## config.mk

```make
export PLATFORM = sky130hd
export DESIGN_NAME = bus_responder
export DESIGN_NICKNAME = d
export VERILOG_FILES = /design/src/rtl/bus_pkg.sv /design/src/rtl/responder_mem.sv /design/src/rtl/bus_responder.sv
export SDC_FILE = /design/constraint.sdc
export NUM_CORES = 1
export LEC_CHECK = 0
export BUFFER_PORTS_ARGS = -buffer_cell sky130_fd_sc_hd__buf_2
export CAP_MARGIN = 25
export CELL_PAD_IN_SITES_DETAIL_PLACEMENT = 0
export CELL_PAD_IN_SITES_GLOBAL_PLACEMENT = 2
export CORE_MARGIN = 2
export CORE_UTILIZATION = 35
export DETAILED_ROUTE_END_ITERATION = 12
export PLACE_DENSITY = 0.68
export REMOVE_ABC_BUFFERS = 1
export SLEW_MARGIN = 20
export SYNTH_ARGS = -nofsm -noshare
export SYNTH_HDL_FRONTEND = slang
export SYNTH_SLANG_ARGS = --single-unit
export TNS_END_PERCENT = 5
```

## constraint.sdc

```tcl
create_clock -name clock -period 2.3 [get_ports clock]
set_input_delay 0.46 -clock clock [delete_from_list [all_inputs] [get_ports clock]]
set_output_delay 0.46 -clock clock [all_outputs]
set_load 0.01 [all_outputs]
```

## src/rtl/bus_pkg.sv

```systemverilog
// Definitions shared by both ends of the point-to-point request/response link:
// default widths, FSM state encoding and the response error code.
package bus_pkg;

  localparam int DATA_W_DEF = 32;
  localparam int ADDR_W_DEF = 8;

  localparam logic ERR_NONE       = 1'b0;
  localparam logic ERR_ADDR_RANGE = 1'b1;

  typedef enum logic [1:0] {
    ST_IDLE = 2'd0,
    ST_WAIT = 2'd1,
    ST_RESP = 2'd2
  } bus_state_e;

endpackage

```

## src/rtl/responder_mem.sv

```systemverilog
// Local word store for the responder: flop array with one synchronous write
// port, one combinational read port and an asynchronous active-low clear.
module responder_mem import bus_pkg::*; #(
  parameter int DATA_W = DATA_W_DEF,
  parameter int DEPTH  = 16,
  parameter int IDX_W  = (DEPTH > 1) ? $clog2(DEPTH) : 1
) (
  input  logic              clock,
  input  logic              reset,
  input  logic              we,
  input  logic [IDX_W-1:0]  waddr,
  input  logic [DATA_W-1:0] wdata,
  input  logic [IDX_W-1:0]  raddr,
  output logic [DATA_W-1:0] rdata
);

  logic [DATA_W-1:0] mem_r [DEPTH];

  // Word array: cleared on reset, single write per cycle
  always_ff @(posedge clock or negedge reset) begin
    if (!reset) begin
      for (int i = 0; i < DEPTH; i++) begin
        mem_r[i] <= {DATA_W{1'b0}};
      end
    end else if (we) begin
      mem_r[waddr] <= wdata;
    end
  end

  assign rdata = mem_r[raddr];

endmodule

```

## src/rtl/bus_responder.sv

```systemverilog
// Target end of the request/response link: accepts one request at a time,
// waits a fixed service latency, commits to the local store and holds the response.
module bus_responder import bus_pkg::*; #(
  parameter int DATA_W      = DATA_W_DEF,
  parameter int ADDR_W      = ADDR_W_DEF,
  parameter int DEPTH       = 16,
  parameter int WAIT_CYCLES = 2
) (
  input  logic              clock,
  input  logic              reset,
  input  logic              io_req_valid,
  output logic              io_req_ready,
  input  logic              io_req_write,
  input  logic [ADDR_W-1:0] io_req_addr,
  input  logic [DATA_W-1:0] io_req_wdata,
  output logic              io_rsp_valid,
  input  logic              io_rsp_ready,
  output logic [DATA_W-1:0] io_rsp_rdata,
  output logic              io_rsp_err,
  output logic [DATA_W-1:0] io_cdata_check
);

  localparam int IDX_W = (DEPTH > 1) ? $clog2(DEPTH) : 1;
  localparam int CNT_W = (WAIT_CYCLES > 0) ? $clog2(WAIT_CYCLES + 1) : 1;
  localparam logic [CNT_W-1:0] CNT_ZERO = {CNT_W{1'b0}};
  localparam logic [CNT_W-1:0] CNT_LOAD = (WAIT_CYCLES > 0) ? CNT_W'(WAIT_CYCLES - 1) : CNT_ZERO;
  localparam logic ZERO_WAIT = (WAIT_CYCLES == 0);

  function automatic logic addr_in_range(input logic [ADDR_W-1:0] addr);
    return (64'(addr) < 64'(DEPTH));
  endfunction

  bus_state_e        state_r, state_nxt_s;
  logic [CNT_W-1:0]  cnt_r;
  logic              write_r;
  logic [ADDR_W-1:0] addr_r;
  logic [DATA_W-1:0] wdata_r;
  logic [DATA_W-1:0] rdata_r, cdata_r, mem_rdata_s;
  logic              err_r;
  logic              accept_s, commit_s, in_range_s, mem_we_s;
  logic              c_write_s;
  logic [ADDR_W-1:0] c_addr_s;
  logic [DATA_W-1:0] c_wdata_s;

  assign accept_s   = io_req_valid && io_req_ready;
  // With zero latency the commit happens on the accept edge itself, so it must use the live request
  assign commit_s   = (state_r == ST_IDLE && accept_s && ZERO_WAIT) ||
                      (state_r == ST_WAIT && cnt_r == CNT_ZERO);
  assign in_range_s = addr_in_range(c_addr_s);
  assign mem_we_s   = commit_s && c_write_s && in_range_s;

  // Commit operand select: live request in IDLE, latched request otherwise
  always_comb begin
    c_write_s = write_r;
    c_addr_s  = addr_r;
    c_wdata_s = wdata_r;
    if (state_r == ST_IDLE) begin
      c_write_s = io_req_write;
      c_addr_s  = io_req_addr;
      c_wdata_s = io_req_wdata;
    end else begin
      c_write_s = write_r;
      c_addr_s  = addr_r;
      c_wdata_s = wdata_r;
    end
  end

  // State register
  always_ff @(posedge clock or negedge reset) begin
    if (!reset) begin
      state_r <= ST_IDLE;
    end else begin
      state_r <= state_nxt_s;
    end
  end

  // Next-state logic
  always_comb begin
    state_nxt_s = state_r;
    case (state_r)
      ST_IDLE: begin
        if (accept_s) begin
          state_nxt_s = ZERO_WAIT ? ST_RESP : ST_WAIT;
        end else begin
          state_nxt_s = ST_IDLE;
        end
      end
      ST_WAIT: begin
        if (cnt_r == CNT_ZERO) begin
          state_nxt_s = ST_RESP;
        end else begin
          state_nxt_s = ST_WAIT;
        end
      end
      ST_RESP: begin
        if (io_rsp_ready) begin
          state_nxt_s = ST_IDLE;
        end else begin
          state_nxt_s = ST_RESP;
        end
      end
      default: state_nxt_s = ST_IDLE;
    endcase
  end

  // Handshake outputs decoded from the state register
  always_comb begin
    io_req_ready = 1'b0;
    io_rsp_valid = 1'b0;
    case (state_r)
      ST_IDLE: io_req_ready = 1'b1;
      ST_WAIT: io_req_ready = 1'b0;
      ST_RESP: io_rsp_valid = 1'b1;
      default: begin
        io_req_ready = 1'b0;
        io_rsp_valid = 1'b0;
      end
    endcase
  end

  // Request latches and service-latency counter, reloaded on every accept
  always_ff @(posedge clock or negedge reset) begin
    if (!reset) begin
      write_r <= 1'b0;
      addr_r  <= {ADDR_W{1'b0}};
      wdata_r <= {DATA_W{1'b0}};
      cnt_r   <= CNT_ZERO;
    end else if (accept_s) begin
      write_r <= io_req_write;
      addr_r  <= io_req_addr;
      wdata_r <= io_req_wdata;
      cnt_r   <= CNT_LOAD;
    end else if (state_r == ST_WAIT && cnt_r != CNT_ZERO) begin
      cnt_r   <= cnt_r - CNT_W'(1);
    end
  end

  // Response and mirror registers: loaded at commit, cleared when the response is taken
  always_ff @(posedge clock or negedge reset) begin
    if (!reset) begin
      rdata_r <= {DATA_W{1'b0}};
      err_r   <= ERR_NONE;
      cdata_r <= {DATA_W{1'b0}};
    end else if (commit_s) begin
      if (!in_range_s) begin
        err_r   <= ERR_ADDR_RANGE;
        rdata_r <= {DATA_W{1'b0}};
      end else if (c_write_s) begin
        err_r   <= ERR_NONE;
        rdata_r <= {DATA_W{1'b0}};
        cdata_r <= c_wdata_s;
      end else begin
        err_r   <= ERR_NONE;
        rdata_r <= mem_rdata_s;
      end
    end else if (state_r == ST_RESP && io_rsp_ready) begin
      err_r   <= ERR_NONE;
      rdata_r <= {DATA_W{1'b0}};
    end
  end

  assign io_rsp_rdata   = rdata_r;
  assign io_rsp_err     = err_r;
  assign io_cdata_check = cdata_r;

  responder_mem #(
    .DATA_W (DATA_W),
    .DEPTH  (DEPTH),
    .IDX_W  (IDX_W)
  ) u_mem (
    .clock (clock),
    .reset (reset),
    .we    (mem_we_s),
    .waddr (c_addr_s[IDX_W-1:0]),
    .wdata (c_wdata_s),
    .raddr (c_addr_s[IDX_W-1:0]),
    .rdata (mem_rdata_s)
  );

endmodule
```

==> metrics.cfg, run 1 <==
[timing]
fmax_mhz = 445
finalClockSkew_ps = 22.6
min_period_ps = 2250
worst_pin_slew_ps = 663
fin_crit_sh_pct = 97.8
relSlewSlack_pct = 55.7
hold_viol = 0
setup_viol = 0
fin_setup_tns_ps = 0
rsz0062_at_grt = true
drv_slew = 0

[setup_path]
r2r_cells = 11
cpPeakStageDelay_ps = 400
rrSetupSlack_ps = 50
crit_required_ps = 2770
worstPathArrival_ps = 2720
start_kind = flip-flop
r2r_start = cnt_r[0]
path_class = reg -> reg
cp_num_buf_inv = 6
crit_fanout = 14
cp_top_family = buffers and inverters
end_kind = flip-flop
crit_chain = inv_2, ha_2, inv_1, buf_4, nor4_4, buf_6, buf_12, nand3b_4, clkbuf_16, nand2_1, o21ai_0
crit_slowest_cell = dfrtp_1
crit-reg2reg-capture = u_mem.mem_r[327]

[place]
globalplace.congestion = 0.764
dp_hpwl_um = 49000
portBuffers = 111
place_inst = 3577
dpl-instance-area_sq_um = 28900

[clock_tree]
cts_sinks = 622
root_buffer = clkbuf_16
cts_tree = built
cts_inserted_buffers = 72
cts_htree_levels = 3
clkLatencyLatePin_ps = 610
clockBufferDepth = 3
path_clk_slew_ps = 60

[synth]
ys_async_sr_fraction_pct = 100
ys_seq_elements = 622
synth-adder-area-share_pct = 0.0475
synth.area.mux_share_pct = 4.20
avgSynthCellArea_sq_um = 10.3
yosys.area_share.simple_pct = 10.7
yosys.cell_types.count = 46
synth_edf_count = 0
synth_top_area_cell = dfrtp_1
synthFlopType = dfrtp_1
ys_seq_area_share_pct = 59.1
synth-xor-area-share_pct = 0
yosys_warnings = 0
synth_compound_area_share_pct = 21.1
syn_area_sq_um = 26300
netlist_instances = 2557
netlist.area_leader.share_pct = 59.1
synth_top_family_by_area = compound AO/OA/AOI/OAI gates
yosys-top-cells-area = dfrtp_1, nand2_1, o21ai_0, o22ai_1, o21ai_1

[layout]
area_delta_synth_final_pct = 22.0
final_common_cell = dfrtp_1
drive_above_1_share_pct = 21.6
nNetsFinal = 2776
finalNonFillerCells = 3751
mostFrequentLayoutCells = dfrtp_1, nand2_1, o21ai_0, o21ai_1, o22ai_1
final_area_sq_um = 32100

[global_route]
grt_first_pass_wirelength_um = 128000
grt_max_degree = 76
grt_pass1_vias = 20000
antenna_found_initial = 3
overflow = 0
grt.total_usage_pct = 21.8

[power]
vdd_ir_drop_max_v = 0.000742
p_per_area_nw_per_um2 = 1280
p_leak_nw = 14.4
total_power_mw = 41.1

[floorplan]
core_area_sq_um = 74400
start_util_pct = 35.4
dieArea_sq_um = 77500
fp.dieW_um = 278
io_pins = 112
die_height_um = 278
rows = 100

[drt]
antenna_left = 0
vias = 20100
drc = 0
drtIter0Drc = 1282
firstDrtPassIters = 5
wl_um = 87600
avgRoutedWirePerCell_um = 23.4
vias_per_cell = 5.36

[run_status]
status = finished, final reports clean

[job]
maxCapViolCount = 0

[min_path]
hold_class = in -> reg
worstHoldStart = io_req_addr[6]
holdPathEnd = addr_r[6]
holdPathStages = 2

## cell usage after synthesis (23+ instances only)
| cell | number |
|---|---|
| o21ai_2 | 77 |
| o21ai_0 | 325 |
| clkbuf_1 | 55 |
| nand2_1 | 546 |
| nor2_1 | 37 |
| o22ai_1 | 257 |
| o21ai_1 | 273 |
| mux2_1 | 23 |
| dfrtp_1 | 622 |
| nand4_1 | 32 |
| buf_2 | 130 |
| a21oi_1 | 34 |
## power breakdown
| part | internal [mW] | leakage [nW] | switching [mW] |
|---|---|---|---|
| sequential | 12.0 | 8.43 | 0.704 |
| clock | 7.32 | 1.21 | 4.59 |
| combinational | 6.49 | 4.79 | 9.99 |
| total | 25.8 | 14.4 | 15.3 |
## state kept, by name (all words and copies together) (netlist names)
name	flops
u_mem.mem_r	512
cnt_r	2
write_r	1
io_cdata_check	32
addr_r	8
wdata_r	32
io_rsp_rdata	32
io_rsp_err	1
state_r	2
## per-layer routing
metal  vias up  GRT usage, %  share of wire, %  routed length, um
li1       9471             -                 -                  -
met5         -             0                 0                  0
met2       438          35.7                46              40700
met1     10100          30.2                46              40300
met4         0          5.89               2.8               2420
met3       130          3.29               4.8               4220
## worst max-delay path by stage
| stage | startpoint | cells after the start | to |
|---|---|---|---|
| floorplan | state_r[1] | 5 | u_mem.mem_r[352] |
| global placement | io_req_addr[0] | 9 | io_rsp_rdata[24] |
| detailed placement | io_req_addr[0] | 9 | io_rsp_rdata[24] |
| CTS | state_r[1] | 9 | io_rsp_rdata[13] |
| global route | addr_r[7] | 10 | u_mem.mem_r[327] |
| finish | cnt_r[0] | 11 | u_mem.mem_r[327] |
## final cells by class
type | count | area, sq um
Antenna cell | 2 | 5.00
Clock buffer | 109 | 2190
Clock inverter | 15 | 265
Fill cell | 7093 | 42300
Inverter | 6 | 27.5
Multi-Input combinational cell | 1707 | 9610
Sequential cell | 622 | 15600
Tap cell | 969 | 1210
Timing Repair Buffer | 321 | 3260
## kinds of logic after synthesis
kind of cell | count (synthesis)
flops | 622
buf+inv | 228
fa+ha+maj | 1
mux | 76
simple gates | 657
compound gates | 973
## through the flow
step	utilization (%)	setup slack, ps	hold slack [ps]
6_report	43.2	51.2	74.1
3_5_place_dp	38.8	-169	424
5_1_grt	43.1	-115	61.6
4_1_cts	42.4	3.21	42.2
3_3_place_gp	38.7	-120	437
2_1_floorplan	-	-5790	164
## timing repair
item / in CTS / in global routing
buffers inserted: 9 / 22
cloned: 3 / 13
hold buffers: 1 / 0
gates resized for setup: 10 / 47
pin swaps: 1 / 8
endpoints found under the hold margin: 32 / 0
endpoints found under the setup margin: 34 / 195
No activity file was read; power rests on OpenSTA's default activity.
==> run 2: changes to the inputs <==
- PLACE_DENSITY: 0.68 -> 0.74
==> run 2 against run 1 <==
Effect of this change:
- routed wire length decreased by 8.0%
- hold slack improved by 9.8 ps
- first-iteration DRC count increased by 21%
- critical path depth decreased by 2
- core utilization decreased by 0.45 points
- maximum frequency increased by 1.7%
- global-route usage decreased by 0.67 points
- clock power about the same
- register-to-register slack improved by 40 ps
- final area decreased by 1.0%
- total power decreased by 0.13%
- critical endpoint is now io_rsp_rdata[14]
- largest cell class unchanged
- highest routed layer is now met5
==> metrics.cfg, run 2 (same netlist as run 1, synthesis figures left out) <==
[run_status]
status = finished, final reports clean

[drt]
firstDrtPassIters = 5
avgRoutedWirePerCell_um = 21.7
drtIter0Drc = 1548
vias = 19800
drc = 0
vias_per_cell = 5.33
antenna_left = 0
wl_um = 80700

[timing]
drv_slew = 0
worst_pin_slew_ps = 554
min_period_ps = 2210
hold_viol = 0
rsz0062_at_grt = true
fin_crit_sh_pct = 96.2
relSlewSlack_pct = 63.1
setup_viol = 0
fmax_mhz = 452
finalClockSkew_ps = 22.5

[floorplan]
start_util_pct = 35.4
io_pins = 112
rows = 100
dieArea_sq_um = 77500
die_height_um = 278
fp.dieW_um = 278
core_area_sq_um = 74400

[layout]
multi_input_area_sq_um = 9540
largest_register = u_mem.mem_r
n_antenna_cell = 0
drive_above_1_share_pct = 20.6
mostFrequentLayoutCells = dfrtp_1, nand2_1, o21ai_0, o21ai_1, o22ai_1
seq_area_sq_um = 15600
final_area_sq_um = 31800
final_common_cell = dfrtp_1
finalNonFillerCells = 3722
nNetsFinal = 2744
largest_reg_flops = 512
area_delta_synth_final_pct = 20.7
fill_cells = 7134

[clock_tree]
root_buffer = clkbuf_16
cts_sinks = 622
clkLatencyLatePin_ps = 610
path_clk_slew_ps = 60
cts_inserted_buffers = 73
cts_htree_levels = 3
cts_tree = built
clockBufferDepth = 3

[job]
maxCapViolCount = 0

[setup_path]
rrSetupSlack_ps = 90
end_kind = flip-flop
r2r_cells = 9
path_class = reg -> reg
crit_fanout = 34
crit-reg2reg-capture = io_rsp_rdata[14]
r2r_start = state_r[1]
crit_required_ps = 2830
worstPathArrival_ps = 2740
start_kind = flip-flop

[global_route]
overflow = 0
grt_max_degree = 76
grt_first_pass_wirelength_um = 126000
grt_pass1_vias = 20300
grt.total_usage_pct = 21.1
antenna_found_initial = 2

[min_path]
worstHoldStart = io_req_addr[5]
holdPathEnd = addr_r[5]
hold_class = in -> reg
holdPathStages = 2

[power]
p_leak_nw = 14.2
p_per_area_nw_per_um2 = 1290
vdd_ir_drop_max_v = 0.000668
total_power_mw = 41.0

[place]
dp_hpwl_um = 48700
globalplace.congestion = 0.775
place_inst = 3580
portBuffers = 111
dpl-instance-area_sq_um = 29100

-- run 2: cell type report --
type	count	share of cell area, %
sequential	622	49.0
tap	969	3.81
inverter	6	0.0787
multi-input combinational	1707	30.0
clock inverter	26	1.04
clock buffer	104	6.84
timing repair buffer	288	9.27
-- run 2: critical path, cell delays in order, from the launching register on --
cell and delay (ps):
dfrtp_1 380, buf_4 180, o211a_1 320, nor2_4 170, buf_12 250, buf_12 200
o22ai_1 90, o21ai_0 190, nand4_1 180, o21ai_1 150
-- run 2: how the worst max path moves through the flow --
stage,endpoint,from,depth (start not counted),slack (ps)
floorplan,u_mem.mem_r[352],state_r[1],5,-5790
global placement,io_rsp_rdata[14],state_r[1],9,-40
detailed placement,io_rsp_rdata[14],state_r[1],9,-90
CTS,io_rsp_rdata[14],state_r[1],9,-20
global route,io_rsp_rdata[14],state_r[1],8,-30
finish,io_rsp_rdata[14],state_r[1],9,90
-- run 2: timing repair --
item / 4_1_cts / 5_1_grt
gates resized for setup: 4 / 29
setup endpoints to repair: 4 / 138
hold buffers: 1 / 0
pin swaps: 0 / 2
buffers inserted: 5 / 5
endpoints found under the hold margin: 31 / 0
cloned: 0 / 1
-- run 2: power breakdown --
group | switching (mW) | internal (mW) | leakage (nW)
Sequential | 0.712 | 12.0 | 8.43
Clock | 4.63 | 7.36 | 1.25
Combinational | 9.76 | 6.57 | 4.54
Total | 15.1 | 25.9 | 14.2
-- run 2: layer usage --
layer  GRT usage (%)  part of all wire, %  vias up
met4            6.29                  2.2        2
met1            29.5                   47     9883
met3            3.27                  4.5      116
met5               0                0.016        -
li1                -                    -     9391
met2            34.0                   47      449
-- run 2: through the flow --
stage	utilization [%]	setup slack (ps)	hold WS [ps]	TNS, ps
after floorplan	-	-5790	164	-2986560
after global placement	39.1	-39.5	422	-44.1
after detailed placement	39.1	-92.6	427	-117
after CTS	42.5	-17.4	56.6	-17.4
after global routing	42.7	-28.0	69.5	-63.6
final	42.7	88.5	83.9	0
